`config.mk`:
```
export PLATFORM = sky130hd
export DESIGN_NAME = imm_gen_pipe
export DESIGN_NICKNAME = d
export VERILOG_FILES = /design/src/rtl/imm_pkg.sv /design/src/rtl/imm_decode.sv /design/src/rtl/imm_gen_pipe.sv
export SDC_FILE = /design/constraint.sdc
export NUM_CORES = 1
export LEC_CHECK = 0
export CORE_UTILIZATION = 30
export DETAILED_ROUTE_END_ITERATION = 12
export GPL_ROUTABILITY_DRIVEN = 0
export HOLD_SLACK_MARGIN = 0.03
export MAX_ROUTING_LAYER = met4
export PLACE_DENSITY = 0.52
export SLEW_MARGIN = 15
export SYNTH_ARGS = -nofsm -noshare
export SYNTH_HDL_FRONTEND = slang
export SYNTH_SLANG_ARGS = --single-unit
```
`constraint.sdc`:
```
create_clock -name clk -period 2.2 [get_ports clk]
set_input_delay 0.33 -clock clk [delete_from_list [all_inputs] [get_ports clk]]
set_output_delay 0.33 -clock clk [all_outputs]
set_load 0.005 [all_outputs]
```
`src/rtl/imm_pkg.sv`:
```
`default_nettype none
// ============================================================================
// Module      : imm_pkg
// Description : Shared types for the decode-stage immediate generator.
//               imm_sel_e : immediate format select. Encodings 6 and 7 are
//                           undefined and are flagged as illegal.
//               c_instr_w : instruction word width.
// Revision    : 1.0 - initial release
// ============================================================================
package imm_pkg;

    localparam int c_instr_w = 32;
    localparam int c_sel_w   = 3;

    typedef enum logic [c_sel_w-1:0] {
        IMM_I = 3'd0,
        IMM_S = 3'd1,
        IMM_B = 3'd2,
        IMM_J = 3'd3,
        IMM_U = 3'd4,
        IMM_Z = 3'd5
    } imm_sel_e;

endpackage : imm_pkg
`default_nettype wire

```
`src/rtl/imm_decode.sv`:
```
`default_nettype none
// ============================================================================
// Module      : imm_decode
// Description : Combinational immediate extraction and extension to XLEN.
// Ports       : instr   (in)  raw 32-bit instruction
//               sel     (in)  immediate format, imm_sel_e encoding
//               imm     (out) sign/zero-extended immediate, XLEN bits
//               illegal (out) sel is not a defined format (imm forced to 0)
// Revision    : 1.0 - initial release
// ============================================================================
module imm_decode
    import imm_pkg::*;
#(
    parameter int XLEN = 32
) (
    input  logic [c_instr_w-1:0] instr,
    input  logic [c_sel_w-1:0]   sel,
    output logic [XLEN-1:0]      imm,
    output logic                 illegal
);

    logic [31:0] w_raw;     // immediate assembled at 32 bits
    logic        w_zext;    // zero-extend instead of sign-extend
    logic        w_sign;
    logic        w_unused_opcode;

    assign w_sign = instr[31];

    // The opcode field never contributes to any immediate.
    assign w_unused_opcode = ^instr[6:0];

    always_comb begin
        w_raw   = 32'd0;
        w_zext  = 1'b0;
        illegal = 1'b0;
        case (sel)
            IMM_I: w_raw = {{20{w_sign}}, instr[31:20]};
            IMM_S: w_raw = {{20{w_sign}}, instr[31:25], instr[11:7]};
            IMM_B: w_raw = {{19{w_sign}}, instr[31], instr[7], instr[30:25],
                            instr[11:8], 1'b0};
            IMM_J: w_raw = {{11{w_sign}}, instr[31], instr[19:12], instr[20],
                            instr[30:21], 1'b0};
            IMM_U: w_raw = {instr[31:12], 12'd0};
            IMM_Z: begin
                w_raw  = {27'd0, instr[19:15]};
                w_zext = 1'b1;
            end
            default: illegal = 1'b1;
        endcase
    end

    // Every 32-bit form is already correctly signed at bit 31, so a single
    // sign extension covers RV64 U-type as well as the other signed formats.
    always_comb begin
        if (w_zext) begin
            imm = XLEN'(w_raw);
        end else begin
            imm = XLEN'($signed(w_raw));
        end
    end

endmodule : imm_decode
`default_nettype wire

```
`src/rtl/imm_gen_pipe.sv`:
```
`default_nettype none
// ============================================================================
// Module      : imm_gen_pipe
// Description : Pipelined immediate generator with PC-relative target.
//               One-cycle latency; output register backed by a single skid
//               entry so in_ready is registered and independent of out_ready.
// Ports       : clk, rst_n                    clock / async active-low reset
//               in_valid, in_ready            upstream handshake
//               in_instr, in_sel, in_pc       instruction, format, PC
//               in_tag                        opaque sideband tag
//               out_valid, out_ready          downstream handshake
//               out_imm, out_tgt              immediate and pc + imm
//               out_illegal, out_tag          undefined-format flag, tag
// Revision    : 1.0 - initial release
// ============================================================================
module imm_gen_pipe
    import imm_pkg::*;
#(
    parameter int XLEN = 32,
    parameter int TAGW = 4
) (
    input  logic                 clk,
    input  logic                 rst_n,
    input  logic                 in_valid,
    output logic                 in_ready,
    input  logic [c_instr_w-1:0] in_instr,
    input  logic [c_sel_w-1:0]   in_sel,
    input  logic [XLEN-1:0]      in_pc,
    input  logic [TAGW-1:0]      in_tag,
    output logic                 out_valid,
    input  logic                 out_ready,
    output logic [XLEN-1:0]      out_imm,
    output logic [XLEN-1:0]      out_tgt,
    output logic                 out_illegal,
    output logic [TAGW-1:0]      out_tag
);

    typedef struct packed {
        logic [XLEN-1:0] imm;
        logic [XLEN-1:0] tgt;
        logic            illegal;
        logic [TAGW-1:0] tag;
    } imm_item_t;

    logic [XLEN-1:0] w_imm;
    logic            w_illegal;
    logic            w_accept;
    imm_item_t       w_new;

    imm_item_t       r_out;
    imm_item_t       r_skid;
    logic            r_out_valid;
    logic            r_skid_valid;
    logic            r_in_ready;

    imm_decode #(
        .XLEN (XLEN)
    ) u_decode (
        .instr   (in_instr),
        .sel     (in_sel),
        .imm     (w_imm),
        .illegal (w_illegal)
    );

    always_comb begin
        w_new         = '0;
        w_new.imm     = w_imm;
        w_new.tgt     = in_pc + w_imm;   // wraps modulo 2^XLEN
        w_new.illegal = w_illegal;
        w_new.tag     = in_tag;
    end

    assign w_accept = in_valid && r_in_ready;

    // The skid entry only fills while the output is stalled, and in_ready is
    // low whenever it is full, so an accept never coincides with a full skid.
    always_ff @(posedge clk or negedge rst_n) begin
        if (!rst_n) begin
            r_out        <= '0;
            r_skid       <= '0;
            r_out_valid  <= 1'b0;
            r_skid_valid <= 1'b0;
            r_in_ready   <= 1'b1;
        end else if (r_skid_valid) begin
            if (out_ready) begin
                r_out        <= r_skid;
                r_skid_valid <= 1'b0;
                r_in_ready   <= 1'b1;
            end
        end else if (!r_out_valid || out_ready) begin
            r_out_valid <= w_accept;
            if (w_accept) begin
                r_out <= w_new;
            end
        end else if (w_accept) begin
            r_skid       <= w_new;
            r_skid_valid <= 1'b1;
            r_in_ready   <= 1'b0;
        end
    end

    assign in_ready    = r_in_ready;
    assign out_valid   = r_out_valid;
    assign out_imm     = r_out.imm;
    assign out_tgt     = r_out.tgt;
    assign out_illegal = r_out.illegal;
    assign out_tag     = r_out.tag;

endmodule : imm_gen_pipe
`default_nettype wire
```
==> Yosys cells after proc, flatten, opt, wreduce, memory -nomap -nowiden <==
Index checks and enable logic that the tools add are counted.
W data, S select, Z words.
{ "op_classes": {"mul": 0, "bitwise": 2, "n_reduce_logical": 11, "n_mux": 14, "n_div": 0, "shift": 0, "n_addsub": 1, "eq_ne": 7, "order_cmp": 0} }
{ "ops": {"columns": ["operator", "count"], "rows": [
  ["$mux W69", 4],
  ["$pmux W32 S6", 1],
  ["$add A32 B32 Y32", 1],
  ["$mux W1", 9],
  ["$reduce_and A3 Y1", 3],
  ["$eq A3 B2 Y1 const B", 2],
  ["$eq A3 B3 Y1 const B", 2],
  ["$reduce_or A6 Y1", 1],
  ["$ne A2 B2 Y1 const B", 2],
  ["$reduce_bool A2 Y1", 2],
  ["$eq A3 B1 Y1 const B", 1],
  ["$logic_not A3 Y1", 1],
  ["$not A1 Y1", 2],
  ["$reduce_and A2 Y1", 1],
  ["$logic_and A1 B1 Y1", 1],
  ["$logic_not A1 Y1", 1],
  ["$logic_or A1 B1 Y1", 1]
]} }
{ "word_totals": {"mem_count": 0, "ramBits": 0, "inputBits": 75, "out_inout_bits": 71, "regBits": 141, "latchBits": 0, "romBits": 0} }

==> Logic depth before layout (Yosys ltp) <==
{ "depth": {"ltp_word": 6, "depth_mapped": 16} }

==> Hierarchy <==
From an unflattened synthesis, not the netlist that was laid out.
{ "unflattened": {"hier_cells": 938, "hier_area_um2": 8162.8} }
{ "modules_own_cells": {"columns": ["module", "seq_area_each_um2", "n_inst", "cells_each", "area_each_um2"], "rows": [
  ["imm_gen_pipe", 3529.6, 1, 856, 7622.3],
  ["imm_decode", 0.0, 1, 82, 540.5]
]} }

==> Worst setup path after synthesis <==
No wires, ideal clock.
{ "synth_path": {"kind": "input -> register", "from": "input port in_sel[2]", "to": "register r_out, in the netlist out_tgt[29]", "path_slack_ns": -1.069, "cell_stages": 16, "required_time_ns": 2.073, "n_path_buf": 2, "arrival_time_ns": 3.142, "cell_sequence": "clkbuf_1 > nor2b_1 > clkbuf_1 > a21oi_1 > o22a_1 > inv_1 > ha_1 > and4_4 > and3_4 > a21oi_1 > nand2_1 > o2111ai_2 > nand3_2 > a31oi_1 > mux2i_1 > nand3_1"} }
{ "synth_via": {"elab_chain_cells": 6} }
{ "synth_lines": {"columns": ["element", "line", "text"], "rows": [
  ["from (decl)", "imm_gen_pipe.sv:27", "input logic [c_sel_w-1:0] in_sel,"],
  ["$eq A3 B3 Y1 (tied with other cells)", null, null],
  ["$pmux W32 S6 *", "imm_decode.sv:36", "case (sel)"],
  ["via u_decode.imm[15]", "imm_decode.sv:18", "output logic [XLEN-1:0] imm,"],
  ["$add A32 B32 Y32 *", "imm_gen_pipe.sv:68", "w_new.tgt = in_pc + w_imm;"],
  ["$mux W69 *", "imm_gen_pipe.sv:92", "if (w_accept) begin"],
  ["$mux W69 *", "imm_gen_pipe.sv:90", "end else if (!r_out_valid || out_ready) begin"],
  ["$mux W69 *", "imm_gen_pipe.sv:84", "end else if (r_skid_valid) begin"],
  ["to (signal assigned)", "imm_gen_pipe.sv:86", "r_out <= r_skid;"],
  ["to (signal assigned)", "imm_gen_pipe.sv:93", "r_out <= w_new;"],
  ["to (decl)", "imm_gen_pipe.sv:50", "imm_item_t r_out;"]
]} }
Mark *: on every way through the listed nets, which the timed path passes. The rest lies on a longest branch. The select of a mux whose other input is x is not followed.
A chain may end at the register's enable or synchronous reset.

==> Worst setup path in the final report <==
{ "layout_path": {"from": "input port in_sel[0]", "to": "register r_out, in the netlist out_tgt[24]"} }
Same word-level chain as after synthesis.

==> out/results.ini <==
[placed_design]
place.port_buffers = 138
dp.cells = 1507
dp_hpwl_um = 19720

[finish]
postLayoutCoreUtil_pct = 48.13
num_antenna_cells = 0
layout_stage_area_growth_over_the_synthesis_result_pct = 57.21
layout_commonest_cell = buf_4
highest_count_cells_in_the_layout_ignoring_fill_and_taps = buf_4 (174), nand2_1 (164), dfrtp_1 (139), clkdlybuf4s50_1 (130), o21ai_0 (86)
final_nets = 1332
post_route_cells_drive_above_1_share_pct = 29.32
post_route_insts_no_fill = 1573
n_fill_cell = 2529

[routing]
drt-vias-per-instance = 4.915
postRouteAntennaNets = 0
route.final.wire_length_um = 27040
routed-via-count = 7731
route.detailed.wl_per_inst_um = 17.19
drc = 0
detail_route.first_pass.iterations = 5
initialDrtViolationCount = 524

[clock_tree]
worst_skew_pair.late_latency_ns = 0.43
clock_tree.buffer_depth = 2
clk_pin_slew_worst_paths_ns = 0.06
tritoncts_buffer_count = 17
cts.sinks = 141
clock_root_cell = clkbuf_16
htree_levels = 4
tritoncts_clock_tree = done

[sta]
relSlewSlack_pct = 63.25
fin_worst_hold_slack_ns = 0.4250
clock-skew-final_ns = 0.007016
timing.final.crit_share_pct = 132.7
final_hold_viol_count = 0
timing.final.setup_violations = 54
rsz0062_at_grt = true
worst-slew-pin-transition_ns = 0.5512
final.setup.tns_ns = -27.21
finalMaxSlewViolations = 0
final_ws_setup_ns = -0.7194
period_minus_slack_ns = 2.919
max_freq_ghz = 0.3425

[power_and_ir_drop]
vdd_drop_max_mv = 0.5270
power-per-cell-area_nw_per_um2 = 1052
power.leakage_nw = 5.834

[synthesis]
postSynthRegisterBits = 141
synth.avg_cell_area_um2 = 8.617
syn-cell-area_um2 = 7979
synth_async_sr_flop_share_pct = 100.0
mappedNetlistNets = 1033
synth.top_cells.by_area = dfrtp_1 (44%), nand2_1 (8.1%), o21ai_0 (7.7%)
count_of_flip_flops_with_a_built_in_enable_after_synthesis = 0
synth_cell_types = 63
synth_cells = 926
synthDominantCellAreaShare_pct = 43.91
sequential_share_of_the_synthesized_area_pct = 44.24
ys_warn_count = 0
largest_area_contributor_in_the_synthesized_netlist = dfrtp_1
ys.flop_type = dfrtp_1

[worst_setup_path]
timing.critical_path.from_type = input port
worst_r2r_endpoint = r_skid[41]
setup.worst_path.start = in_sel[0]
worstSetupPathType = input port to flip-flop
rrSetupSlack_ns = 0.41
crit_path_max_fanout = 4
reg2reg_from = in_ready
critPathCaptureType = flip-flop
worstRegToRegCells = 6
worst-endpoint-required_ns = 2.50
worstPathArrival_ns = 3.22

[die]
start_util_pct = 30.62
ios = 146
floorplan.die_area_um2 = 27250
design.core.area_um2 = 26060
std_cell_rows = 59
floorplan.die.width_um = 165.1
die_y_um = 165.1

[outcome]
run_status = finished with violations
failed_checks = negative setup slack

[global_routing]
grt_max_degree = 86
grt_pass1_wl_um = 42190
grt_util_all_layers_pct = 21.25
grt_antenna_before_repair = 0
grt_pass1_vias = 7655
grt_overflow = 0

[min_path]
worstHoldPathType = input port to async pin

[flow_run]
maxCapViolations = 0

## area by class of cell
class                      count  area (µm²)  share of cell area (%)
multi-input combinational    695        4776                   38.07
sequential                   141        3533                   28.17
timing repair buffer         338        3060                   24.40
clock buffer                  17       425.4                   3.392
tap                          335       419.2                   3.342
clock inverter                15       209.0                   1.666
inverter                      32       120.1                  0.9576
## per-layer routing
layer	vias to the layer above	share of wire (%)	global-route usage, %
li1	3812	-	-
met5	-	0	-
met2	207	47	33.76
met3	40	4.6	3.272
met1	3672	46	27.35
met4	0	2.8	7.673
## synth_stat cells, types with 3 or more instances
library cell	n
buf_2	5
a21oi_1	86
xnor2_1	13
o21a_1	8
clkbuf_1	45
buf_1	8
ha_1	31
o211ai_1	5
a21o_1	11
mux2i_1	26
o31ai_1	3
and3_1	9
xor2_1	15
o21ai_1	7
nand3_1	22
a221oi_1	3
mux2_2	3
nor2_1	60
nor3_1	7
o22a_1	7
a21oi_2	4
nor2b_1	10
dfrtp_1	140
a22oi_1	8
nand2b_1	12
and2_1	3
a22o_1	6
o21ai_0	123
inv_1	31
nand2_1	172
nand4_1	5
## where the power goes
part           internal, W  switching [W]  total [W]
Combinational      0.00293        0.00261    0.00554
Clock              0.00192        0.00125    0.00317
Sequential         0.00382       0.000671    0.00449
Total              0.00867        0.00453     0.0132
## worst max path at each step
stage / end / depth (start not counted)
3_3_place_gp: out_tgt[15] / 15
6_report: out_tgt[24] / 18
5_1_grt: out_tgt[24] / 19
4_1_cts: out_tgt[28] / 16
2_1_floorplan: out_tgt[28] / 16
3_5_place_dp: r_skid[22] / 15
## sequential cells by signal, indices dropped and copies added (netlist names)
register	count
out_tgt	32
out_tag	4
out_imm	32
r_skid_valid	1
out_valid	1
in_ready	1
r_skid	69
out_illegal	1
## cell families after synthesis
logic type / after synthesis / share of synthesized area [%]
adder cells (fa/ha/maj): 32 / 5.112
flip-flops: 141 / 44.24
XOR/XNOR: 28 / 3.074
AND/OR/NAND/NOR: 312 / 17.11
AO/OA/AOI/OAI: 294 / 22.47
buffers and inverters: 90 / 4.312
multiplexers: 29 / 3.685
## timing repair
action / in CTS / in global routing
gates resized for setup: 115 / 41
setup endpoints to repair: 61 / 58
hold endpoints to repair: 49 / 0
pin swaps: 62 / 48
buffers inserted: 21 / 16
hold buffers: 1 / 0
## critical path, stage by stage
cell and delay [ns]:
buf_8 0.10, buf_6 0.12, xor2_4 0.20, buf_12 0.14
mux2i_1 0.17, o21ai_1 0.10, ha_1 0.37, a21oi_2 0.23
nor2b_4 0.21, nand2_2 0.07, a21bo_4 0.24, a21oi_4 0.21
buf_6 0.13, o31ai_2 0.07, xor2_1 0.14, buf_4 0.16
mux2i_2 0.15, o21ai_1 0.07
## stage by stage
stage	cell area, µm²	total power, W	setup WS, ns
2_1_floorplan	8192	0.006911	-0.7440
3_3_place_gp	11070	0.009625	-1.767
3_5_place_dp	11070	0.009718	-1.749
4_1_cts	12250	0.01317	-0.7226
5_1_grt	12540	0.01417	-0.8551
6_report	12540	0.01319	-0.7194
(Power assumes the default switching activity.)
